## src/rtl/vga_timing_gen.sv

```systemverilog
// vga_timing_gen -- raster timing generator for the 14-bit VGA output bus.
//
// Pipeline: free-running h/v counters -> stage-0 registers (pixel request and
// sync decode) -> FETCH_LAT-deep delay line -> output register. The output
// register captures rgb_i on the same edge that the delayed syncs arrive, so
// sync and colour always stay aligned. vgaData for a pixel appears
// FETCH_LAT+1 cycles after that pixel is presented on pix_x/pix_y.
//
// Ports:
//   vga_clk         in   1   pixel clock
//   reset_n         in   1   asynchronous active-low reset
//   pix_x           out  10  column of the pixel being requested
//   pix_y           out  10  row of the pixel being requested
//   pix_active      out  1   pix_x/pix_y lie inside the visible area
//   frame_start     out  1   1-cycle pulse together with pixel (0,0)
//   rgb_i           in   12  fetched colour {R,G,B}, valid FETCH_LAT cycles after its pixel
//   test_pattern_i  in   1   select colour bars (only with VGA_TEST_PATTERN_EN)
//   vgaData         out  14  {hsync, vsync, rgb[11:0]}
//
// Build option: define VGA_TEST_PATTERN_EN to add test_pattern_i and an
// 8-bar colour pattern generated from the delayed x position.

module vga_timing_gen #(
  parameter int   H_ACTIVE  = 640,
  parameter int   H_FP      = 16,
  parameter int   H_SYNC    = 96,
  parameter int   H_BP      = 48,
  parameter int   V_ACTIVE  = 480,
  parameter int   V_FP      = 10,
  parameter int   V_SYNC    = 2,
  parameter int   V_BP      = 33,
  parameter logic SYNC_POL  = 1'b0,
  parameter int   FETCH_LAT = 1
) (
  input  logic        vga_clk,
  input  logic        reset_n,
  output logic [9:0]  pix_x,
  output logic [9:0]  pix_y,
  output logic        pix_active,
  output logic        frame_start,
  input  logic [11:0] rgb_i,
`ifdef VGA_TEST_PATTERN_EN
  input  logic        test_pattern_i,
`endif
  output logic [13:0] vgaData
);

  localparam int H_TOTAL = H_ACTIVE + H_FP + H_SYNC + H_BP;
  localparam int V_TOTAL = V_ACTIVE + V_FP + V_SYNC + V_BP;

  // 11-bit limits so that a sync window ending exactly at 1024 still fits.
  localparam logic [10:0] H_ACT_L  = 11'(H_ACTIVE);
  localparam logic [10:0] HS_START = 11'(H_ACTIVE + H_FP);
  localparam logic [10:0] HS_END   = 11'(H_ACTIVE + H_FP + H_SYNC);
  localparam logic [10:0] V_ACT_L  = 11'(V_ACTIVE);
  localparam logic [10:0] VS_START = 11'(V_ACTIVE + V_FP);
  localparam logic [10:0] VS_END   = 11'(V_ACTIVE + V_FP + V_SYNC);
  localparam logic [9:0]  H_LAST   = 10'(H_TOTAL - 1);
  localparam logic [9:0]  V_LAST   = 10'(V_TOTAL - 1);

`ifdef VGA_TEST_PATTERN_EN
  localparam logic [9:0] BAR_W = 10'(H_ACTIVE / 8);
`endif

  // Everything that travels with a pixel through the delay line.
  typedef struct packed {
    logic       hsync;
    logic       vsync;
    logic       active;
`ifdef VGA_TEST_PATTERN_EN
    logic       tp;
    logic [2:0] bar;
`endif
  } line_t;

  function automatic line_t line_idle();
    line_t w;
    w       = '0;
    w.hsync = ~SYNC_POL;
    w.vsync = ~SYNC_POL;
    return w;
  endfunction

`ifdef VGA_TEST_PATTERN_EN
  // Bars in order FFF, FF0, 0FF, 0F0, F0F, F00, 00F, 000: each channel is a
  // single inverted bit of the bar index.
  function automatic logic [11:0] bar_colour(input logic [2:0] b);
    return {{4{~b[1]}}, {4{~b[2]}}, {4{~b[0]}}};
  endfunction
`endif

  // ---------------------------------------------------------------- counters
  logic [9:0] h_cnt_reg, h_cnt_next;
  logic [9:0] v_cnt_reg, v_cnt_next;

  always_comb begin
    h_cnt_next = h_cnt_reg + 10'd1;
    v_cnt_next = v_cnt_reg;
    if (h_cnt_reg == H_LAST) begin
      h_cnt_next = 10'd0;
      v_cnt_next = (v_cnt_reg == V_LAST) ? 10'd0 : v_cnt_reg + 10'd1;
    end
  end

  always_ff @(posedge vga_clk or negedge reset_n) begin
    if (!reset_n) begin
      h_cnt_reg <= 10'd0;
      v_cnt_reg <= 10'd0;
    end else begin
      h_cnt_reg <= h_cnt_next;
      v_cnt_reg <= v_cnt_next;
    end
  end

  // ---------------------------------------------------------------- stage 0
  line_t s0_next, s0_reg;
  logic  h_vis, v_vis;

  assign h_vis = {1'b0, h_cnt_reg} < H_ACT_L;
  assign v_vis = {1'b0, v_cnt_reg} < V_ACT_L;

  always_comb begin
    s0_next        = '0;
    s0_next.hsync  = ({1'b0, h_cnt_reg} >= HS_START && {1'b0, h_cnt_reg} < HS_END)
                     ? SYNC_POL : ~SYNC_POL;
    s0_next.vsync  = ({1'b0, v_cnt_reg} >= VS_START && {1'b0, v_cnt_reg} < VS_END)
                     ? SYNC_POL : ~SYNC_POL;
    s0_next.active = h_vis && v_vis;
`ifdef VGA_TEST_PATTERN_EN
    s0_next.tp     = test_pattern_i;
    // Out-of-range bar indices only occur in blanking, where colour is forced to 0.
    s0_next.bar    = 3'(h_cnt_reg / BAR_W);
`endif
  end

  always_ff @(posedge vga_clk or negedge reset_n) begin
    if (!reset_n) begin
      pix_x       <= 10'd0;
      pix_y       <= 10'd0;
      pix_active  <= 1'b0;
      frame_start <= 1'b0;
      s0_reg      <= line_idle();
    end else begin
      pix_x       <= h_cnt_reg;
      pix_y       <= v_cnt_reg;
      pix_active  <= h_vis && v_vis;
      frame_start <= (h_cnt_reg == 10'd0) && (v_cnt_reg == 10'd0);
      s0_reg      <= s0_next;
    end
  end

  // ------------------------------------------------------------- delay line
  // Matches the upstream fetch latency so the syncs meet their colour.
  for (genvar gi = 0; gi < FETCH_LAT; gi++) begin : g_dly
    line_t q_reg;
    if (gi == 0) begin : g_head
      always_ff @(posedge vga_clk or negedge reset_n) begin
        if (!reset_n) q_reg <= line_idle();
        else          q_reg <= s0_reg;
      end
    end else begin : g_tail
      always_ff @(posedge vga_clk or negedge reset_n) begin
        if (!reset_n) q_reg <= line_idle();
        else          q_reg <= g_dly[gi-1].q_reg;
      end
    end
  end

  line_t dly_out;
  assign dly_out = g_dly[FETCH_LAT-1].q_reg;

  // ------------------------------------------------------- output register
  logic [11:0] colour_next;

  always_comb begin
    colour_next = 12'h000;
    if (dly_out.active) begin
`ifdef VGA_TEST_PATTERN_EN
      if (dly_out.tp) colour_next = bar_colour(dly_out.bar);
      else            colour_next = rgb_i;
`else
      colour_next = rgb_i;
`endif
    end
  end

  always_ff @(posedge vga_clk or negedge reset_n) begin
    if (!reset_n) vgaData <= {~SYNC_POL, ~SYNC_POL, 12'h000};
    else          vgaData <= {dly_out.hsync, dly_out.vsync, colour_next};
  end

endmodule

```

## config.mk

```make
export PLATFORM = sky130hd
export DESIGN_NAME = vga_timing_gen
export DESIGN_NICKNAME = d
export VERILOG_FILES = /design/src/rtl/vga_timing_gen.sv
export SDC_FILE = /design/constraint.sdc
export NUM_CORES = 1
export LEC_CHECK = 0
export CAP_MARGIN = 20
export CELL_PAD_IN_SITES_DETAIL_PLACEMENT = 1
export CELL_PAD_IN_SITES_GLOBAL_PLACEMENT = 1
export CORE_MARGIN = 3
export CORE_UTILIZATION = 30
export CTS_CLUSTER_SIZE = 28
export DETAILED_ROUTE_END_ITERATION = 6
export GPL_TIMING_DRIVEN = 0
export PLACE_DENSITY_LB_ADDON = 0.1
export RECOVER_POWER = 25
export SLEW_MARGIN = 10
export SYNTH_ARGS = -nofsm -noshare
export SYNTH_HDL_FRONTEND = slang
export SYNTH_SLANG_ARGS = --single-unit
```

## constraint.sdc

```tcl
create_clock -name vga_clk -period 2.36 [get_ports vga_clk]
set_clock_uncertainty 0.2 [all_clocks]
set_input_delay 0.236 -clock vga_clk [delete_from_list [all_inputs] [get_ports vga_clk]]
set_output_delay 0.236 -clock vga_clk [all_outputs]
set_load 0.01 [all_outputs]
```

-- Yosys cells after proc, flatten, opt, wreduce, memory -nomap -nowiden
Cells that the tools add are included.
- register bits: 61
- bits in latches: 0
- memory bits (writable): 0
- ROM bits: 0
- input port bits: 14
- output and inout bits: 36
- memories: 0
- add/subtract/negate cells: 2
- $mul: 0
- divide/modulo/power cells: 0
- magnitude comparators: 6
- equal/unequal tests: 2
- shift-type cells: 0
- multiplexer cells: 5
- bitwise logic cells: 0
- reduce and logical (&&, ||, !) cells: 6
- operators by type and width (kind ; number):
    $add A10 B1 Y10 const B ; 2
    $eq A10 B10 Y1 const B ; 2
    $logic_not A10 Y1 ; 2
    $lt A10 B10 Y1 const B ; 2
    $lt A10 B9 Y1 const B ; 2
    $mux W10 ; 2
    $mux W12 ; 1
    $ge A10 B10 Y1 const B ; 1
    $ge A10 B9 Y1 const B ; 1
    $logic_and A1 B1 Y1 ; 4
    $mux W1 ; 2

-- Depth between registers and ports, before layout
Gate-level depths: netlist of the first run.
- depth in word-level cells: 3
- depth in mapped cells: 6

-- Least setup slack after synthesis of the first run
No wires, ideal clock.
- path type: register to register
- from: register h_cnt_reg[7]
- to: register v_cnt_reg[9]
- setup time: 77 ps
- arrival: 1519 ps
- path slack: 563 ps
- stages on the path, launching flop included: 5
- period minus slack after synthesis: 1797 ps
- cells stage by stage: dfrtp_1 -> and4bb_4 -> nand4_4 -> or4_1 -> a21oi_1
- longest elaborated chain between the ends: 1
- ends and longest elaborated chain (element ; line ; RTL):
    start: declaration ; 93 ; logic [9:0] h_cnt_reg, h_cnt_next;
    start signal: assignment ; 110 ; h_cnt_reg <= h_cnt_next;
    $eq A10 B10 Y1 ; 99 ; if (h_cnt_reg == H_LAST) begin
    end signal: assignment ; 111 ; v_cnt_reg <= v_cnt_next;
    end: declaration ; 94 ; logic [9:0] v_cnt_reg, v_cnt_next;
Every way passes these cells.
A chain may end at the register's enable or synchronous reset.

-- Final worst setup path of the first run
- from: register h_cnt_reg[5]
- to: register v_cnt_reg[1]
The elaborated chain is that of the path after synthesis.

==> metrics.txt, run 1 <==
# TYPE chip_impl_metric gauge
chip_impl_info{name="run_status",value="finished, final reports clean"} 1
chip_impl_metric{name="post-dp-hpwl",unit="um"} 3200
chip_impl_metric{name="largest_net_degree_at_the_start_of_global_routing",unit=""} 62
chip_impl_info{name="netlist_top_cells_count",value="sky130_fd_sc_hd__dfrtp_1, sky130_fd_sc_hd__nor2_1, sky130_fd_sc_hd__and2_1"} 1
chip_impl_info{name="routed.top_layer",value="met4"} 1
chip_impl_metric{name="synth.ff_latch_count",unit=""} 61
chip_impl_metric{name="drtIter0Drc",unit=""} 47
chip_impl_info{name="start_kind",value="flip-flop"} 1
chip_impl_info{name="cts_tree",value="yes"} 1
chip_impl_metric{name="globalplace.congestion",unit=""} 0.739
chip_impl_info{name="post-synth-top-count-cell",value="sky130_fd_sc_hd__dfrtp_1"} 1
chip_impl_metric{name="drcViolationCount",unit=""} 0
chip_impl_metric{name="post_cts_resize_count",unit=""} 0
chip_impl_info{name="worst_hold_path_type",value="reg2reg"} 1
chip_impl_metric{name="met3_length",unit="um"} 282
chip_impl_info{name="synth.top_cells.by_area",value="sky130_fd_sc_hd__dfrtp_1, sky130_fd_sc_hd__dfstp_2, sky130_fd_sc_hd__and2_1"} 1
chip_impl_metric{name="antenna_violating_nets_post_route",unit=""} 0
chip_impl_info{name="critPathTopFamily",value="simple AND/OR/NAND/NOR gates"} 1
chip_impl_metric{name="layout-drive-gt1-share",unit="%"} 14.0
chip_impl_metric{name="syn-cell-area",unit="mm^2"} 0.00224
chip_impl_info{name="endpoint",value="v_cnt_reg[1]"} 1
chip_impl_info{name="yosys_most_used_dff",value="sky130_fd_sc_hd__dfrtp_1"} 1
chip_impl_metric{name="final_min_period_over_clock_period",unit="%"} 85.3
chip_impl_metric{name="static-leakage-power",unit="nW"} 1.32
chip_impl_metric{name="stage_delay_of_the_slowest_cell_on_the_critical_path",unit="ns"} 0.60
chip_impl_metric{name="post_layout_min_period",unit="ns"} 2.01
chip_impl_metric{name="final_core_utilization",unit="%"} 43.7
chip_impl_metric{name="via_count_of_the_first_global_routing_pass",unit=""} 1614
chip_impl_metric{name="worstPathMaxFanout",unit=""} 9
chip_impl_metric{name="floorplan.die.height",unit="um"} 92.4
chip_impl_metric{name="global_route.usage.total",unit="%"} 12.1
chip_impl_metric{name="pre_cts_ws",unit="ns"} 0.314
chip_impl_info{name="cp_cell_sequence",value="or4b_4, nor3_2, nand3_1, o21ai_0"} 1
chip_impl_metric{name="placement.cell_area",unit="mm^2"} 0.00285
chip_impl_metric{name="synth_largest_type_area_fraction",unit="%"} 61.5
chip_impl_metric{name="num-nets-final",unit=""} 248
chip_impl_metric{name="final-max-slew-violation-count",unit=""} 0
chip_impl_info{name="rsz0062_at_grt",value="no"} 1
chip_impl_metric{name="row_count",unit=""} 30
chip_impl_info{name="origin_of_the_worst_setup_path",value="h_cnt_reg[5]"} 1
chip_impl_metric{name="core_area",unit="mm^2"} 0.00702
chip_impl_metric{name="dpl_cells",unit=""} 314
chip_impl_metric{name="insertedDiodeCount",unit=""} 0
chip_impl_metric{name="max-vdd-ir-drop",unit="mV"} 0.260
chip_impl_metric{name="place.port_buffers",unit=""} 49
chip_impl_metric{name="timing.final.setup_violations",unit=""} 0
chip_impl_metric{name="n_fill_cell",unit=""} 780
chip_impl_metric{name="regToRegSetupSlack",unit="ns"} 0.35
chip_impl_metric{name="p_per_area",unit="mW/mm^2"} 692
chip_impl_info{name="worstSetupPathType",value="reg2reg"} 1
chip_impl_metric{name="numClockSinks",unit=""} 61
chip_impl_metric{name="seq_area_frac_synth",unit="%"} 68.5
chip_impl_metric{name="async_reset_ff_share",unit="%"} 100
chip_impl_metric{name="cts_htree_levels",unit=""} 3
chip_impl_metric{name="stdcell_count",unit=""} 331
chip_impl_metric{name="floorplan.initialDensity",unit="%"} 31.9
chip_impl_metric{name="synth_fp_nets",unit=""} 187
chip_impl_info{name="regToRegStartpoint",value="h_cnt_reg[5]"} 1
chip_impl_metric{name="worst-r2r-cell-count",unit=""} 4
chip_impl_metric{name="post_synthesis_cell_count",unit=""} 169
chip_impl_metric{name="io-pin-count",unit=""} 50
chip_impl_metric{name="maxCapViolCount",unit=""} 0
chip_impl_metric{name="flow.area_growth_from_synthesis",unit="%"} 37.2
chip_impl_metric{name="syn-mean-instance-area",unit="um^2"} 13.2
chip_impl_metric{name="total_count_of_hold_check_failures_in_the_final_report",unit=""} 0
chip_impl_metric{name="whs",unit="ns"} 0.156
chip_impl_metric{name="cts.clk_slew.worst_paths",unit="ns"} 0.07
chip_impl_info{name="top_reg_by_flops",value="vgaData"} 1
chip_impl_metric{name="drt-met1-wl",unit="um"} 2160
chip_impl_metric{name="fp.dieArea",unit="mm^2"} 0.00853
chip_impl_info{name="crit_path_top_delay_cell",value="sky130_fd_sc_hd__or4b_4"} 1
chip_impl_metric{name="routed-via-count",unit=""} 1466
chip_impl_metric{name="drt-total-wl",unit="um"} 4680
chip_impl_metric{name="largest_register_ffs",unit=""} 14
chip_impl_metric{name="routed-wl-met2",unit="um"} 2130
chip_impl_info{name="critPathCaptureType",value="flip-flop"} 1
chip_impl_metric{name="synth-edff-count",unit=""} 0
chip_impl_metric{name="gr-total-overflow",unit=""} 0
chip_impl_metric{name="yosys_warning_total",unit=""} 0
chip_impl_metric{name="relSlewSlack",unit="%"} 48.3
chip_impl_metric{name="grt_pass1_wl",unit="um"} 8070
chip_impl_info{name="cts_root_buf",value="sky130_fd_sc_hd__clkbuf_8"} 1
chip_impl_metric{name="fin_tns_setup",unit="ns"} 0
chip_impl_metric{name="post_drt_wl_per_cell",unit="um"} 14.1
chip_impl_info{name="largest_area_contributor_in_the_synthesized_netlist",value="sky130_fd_sc_hd__dfrtp_1"} 1
chip_impl_metric{name="antenna_found_initial",unit=""} 0
chip_impl_metric{name="crit_arrival",unit="ns"} 2.05
chip_impl_metric{name="crit_buf_inv",unit=""} 0
chip_impl_metric{name="cp_data_required_time",unit="ns"} 2.39
chip_impl_metric{name="power.total",unit="mW"} 2.13
chip_impl_info{name="worstReg2RegEnd",value="v_cnt_reg[1]"} 1
chip_impl_info{name="hold_path.startpoint",value="dly_out[1]"} 1
chip_impl_metric{name="route.detailed.vias_per_inst",unit=""} 4.43
chip_impl_metric{name="cts_inserted_buffers",unit=""} 9
chip_impl_metric{name="clock_path_buffers",unit=""} 2
chip_impl_metric{name="die_width",unit="um"} 92.4
chip_impl_metric{name="worst_slack",unit="ns"} 0.347
chip_impl_metric{name="timing_worst_slew_pin_value",unit="ns"} 0.775
chip_impl_metric{name="drt_pre_antenna_iters",unit=""} 4
chip_impl_metric{name="critical_path_cell_count",unit=""} 4
chip_impl_metric{name="final_area",unit="mm^2"} 0.00307
chip_impl_metric{name="clk_latency",unit="ns"} 0.33
chip_impl_metric{name="synth_cell_types",unit=""} 35
chip_impl_metric{name="clock.fmax",unit="GHz"} 0.497
cell usage in the layout (no fill, tap or decap), types with 4 or more instances in the layout:
cell type	count
sky130_fd_sc_hd__nand3_1	11
sky130_fd_sc_hd__nand2_1	10
sky130_fd_sc_hd__dfrtp_1	55
sky130_fd_sc_hd__xor2_1	9
sky130_fd_sc_hd__dfstp_2	6
sky130_fd_sc_hd__nor2_1	14
sky130_fd_sc_hd__inv_1	4
sky130_fd_sc_hd__clkbuf_8	9
sky130_fd_sc_hd__xnor2_1	4
sky130_fd_sc_hd__nor4_1	4
sky130_fd_sc_hd__ha_1	4
sky130_fd_sc_hd__and2_0	9
sky130_fd_sc_hd__clkdlybuf4s50_1	48
sky130_fd_sc_hd__and2_1	4
sky130_fd_sc_hd__nand4_1	4
repair_timing:
item                                   in CTS  in global routing
endpoints found under the hold margin      55                  0
buffers inserted                            0                  0
hold buffers                                1                  0
kinds of logic (layout without fill, tap and decap cells):
logic type	after synthesis	in the layout	share of synthesized area, %
flip-flops	61	61	68.5
AND/OR/NAND/NOR	76	76	20.5
AO/OA/AOI/OAI	9	9	2.29
adder cells (fa/ha/maj)	4	4	2.24
XOR/XNOR	13	13	5.09
buffers and inverters	6	72	1.34
power by group:
part	internal, mW	switching, mW	total, mW
Sequential	1.06	0.00257	1.06
Clock	0.588	0.403	0.991
Combinational	0.0412	0.0345	0.0756
worst register-to-register path, stage by stage, from the launching register on:
cell and delay [ns]:
sky130_fd_sc_hd__dfrtp_1 0.47, sky130_fd_sc_hd__or4b_4 0.60, sky130_fd_sc_hd__nor3_2 0.41, sky130_fd_sc_hd__nand3_1 0.13, sky130_fd_sc_hd__o21ai_0 0.11
layout make-up:
class | instances | area, um^2 | area share [%]
sequential | 61 | 1530 | 50.0
multi-input combinational | 102 | 674 | 22.0
timing repair buffer | 50 | 498 | 16.2
clock buffer | 9 | 124 | 4.03
tap | 96 | 120 | 3.91
clock inverter | 7 | 90.1 | 2.93
buffer | 2 | 15.0 | 0.489
inverter | 4 | 15.0 | 0.489
worst min-delay path by stage:
stage	end	slack (ns)	depth (start not counted)
final	vgaData[12]	0.16	0
after global routing	vgaData[12]	0.16	0
after CTS	vgaData[12]	0.16	0
after detailed placement	vgaData[12]	0.15	0
after global placement	vgaData[13]	0.15	0
after floorplan	dly_out[0]	-0.26	0
layer usage:
layer  up-vias  global-route usage, %
li1        700                      -
met1       711                   15.8
met2        46                   17.6
met3         9                   3.41
met4         0                   7.43
met5         -                      0
(Power assumes the default switching activity.)
==> inputs of run 2 (changes only) <==
clock period = 2.5 ns   (was 2.36 ns; I/O delays follow)
==> results of run 2 <==
Same layout as run 1 (identical final DEF). Status: finished, final reports clean.
Main changes from that run: setup slack after placement 0.314 ns -> 0.454 ns; setup slack after layout 0.347 ns -> 0.487 ns; register-to-register setup slack 0.35 ns -> 0.49 ns; total power 2.13 mW -> 2.01 mW; worst IR drop on VDD 0.260 mV -> 0.245 mV
==> patch (config.mk and constraints of run 2) <==
Set the parameter `FETCH_LAT` to 2 (it was 1). Comments in the files are not updated.
--- a/src/rtl/vga_timing_gen.sv
+++ b/src/rtl/vga_timing_gen.sv
@@ -30,7 +30,7 @@
   parameter int   V_SYNC    = 2,
   parameter int   V_BP      = 33,
   parameter logic SYNC_POL  = 1'b0,
-  parameter int   FETCH_LAT = 1
+  parameter int   FETCH_LAT = 2
 ) (
   input  logic        vga_clk,
   input  logic        reset_n,
Check against the original RTL: not equivalent (a bounded check fails within 4 cycles, from zero or initial values and one cycle with reset_n low).
==> patch against run 2 <==
  * Routed wire length rose by 2.7%
  * Area after synthesis rose by 3.5%
  * Worst setup slack improved by 0.015 ns
  * Total power rose by 4.3%
  * Final area rose by 2.9%
  * Count of clock-buffer cells in the layout rose by 3
  * Global-route usage barely moved
  * Sequential cell count rose by 3
  * Largest cell class unchanged
  * Highest routed layer unchanged
==> patch: results (changes against run 2) <==
Sw frac = 0.191 (-0.0164)
Peak supply drop = 311 µV (+27%)
DP Cell Count = 320 (+1.9%)
Outcome = finished, final reports clean
Layout cells sized above 1 = 0.139 (-0.00119)
Final nets = 251 (+1.2%)
Worst-Margin Slew = 0.787 ns (+0.0116 ns)
Flip-flop and latch area = 0.00161 mm² (+5.1%)
Clock buf/inv share = 0.0697 (about the same)
Total track usage = 0.121 (-0.000275)
Initial drt markers = 26 (-45%)
Met1 GRT Util = 0.146 (-0.0119)
WHS Endpoint = dly_out[0]$_DFF_PN0_
Top cells by area, synth = dfrtp_1, dfstp_2, and2_1
Min Hold Slack = 0.155 ns (-0.000930 ns)
Grt met3 use = 0.0513 (+0.0172)
FF+latch count = 64 (+4.9%)
Metal-1 WL = 2.14 mm (-0.97%)
Seq/Total Area, Yosys = 0.696 (+0.0105)
Hold wc startpoint = g_dly[0].q_reg[0]$_DFF_PN0_
Pre-CTS setup slack = 0.460 ns (+0.00582 ns)
Fillers = 790 (+1.3%)
Detailed Place HPWL = 3.36 mm (+4.9%)
Pin count of the biggest net entering global routing = 65 (+4.8%)
Global placement routability congestion = 0.756 (+2.3%)
Synth Net Count = 190 (+1.6%)
DR WL met3 = 318 µm (+13%)
[patch: changes by cell type in the layout (fill, tap and decap cells not counted), sizes merged]
cell      before  now
clkbuf        10   13
dfstp          6    8
dfrtp         55   56
clkinvlp       2    0
clkinv         3    1
[patch: stage by stage]
| stage | setup TNS, ns | area [µm²] |
|---|---|---|
| global route | 0 | 3160 |
| detailed placement | 0 | 2930 |
| finish | 0 | 3160 |
| floorplan | 0 | 2320 |
| global placement | -58.09 | 2930 |
| CTS | 0 | 3160 |
[patch: kinds of logic after synthesis]
kind of cell,Yosys count,synth area share
xor+xnor,13,0.0492
buf+inv,6,0.0130
fa+ha+maj,4,0.0216
compound gates,9,0.0222
flops,64,0.696
simple gates,76,0.198
[patch: critical path, delay by kind of cell, from the launching register on]
| family | cells | cell delay [ns] |
|---|---|---|
| flip-flops | 1 | 0.48 |
| AND/OR/NAND/NOR | 3 | 1.13 |
| AO/OA/AOI/OAI | 1 | 0.13 |
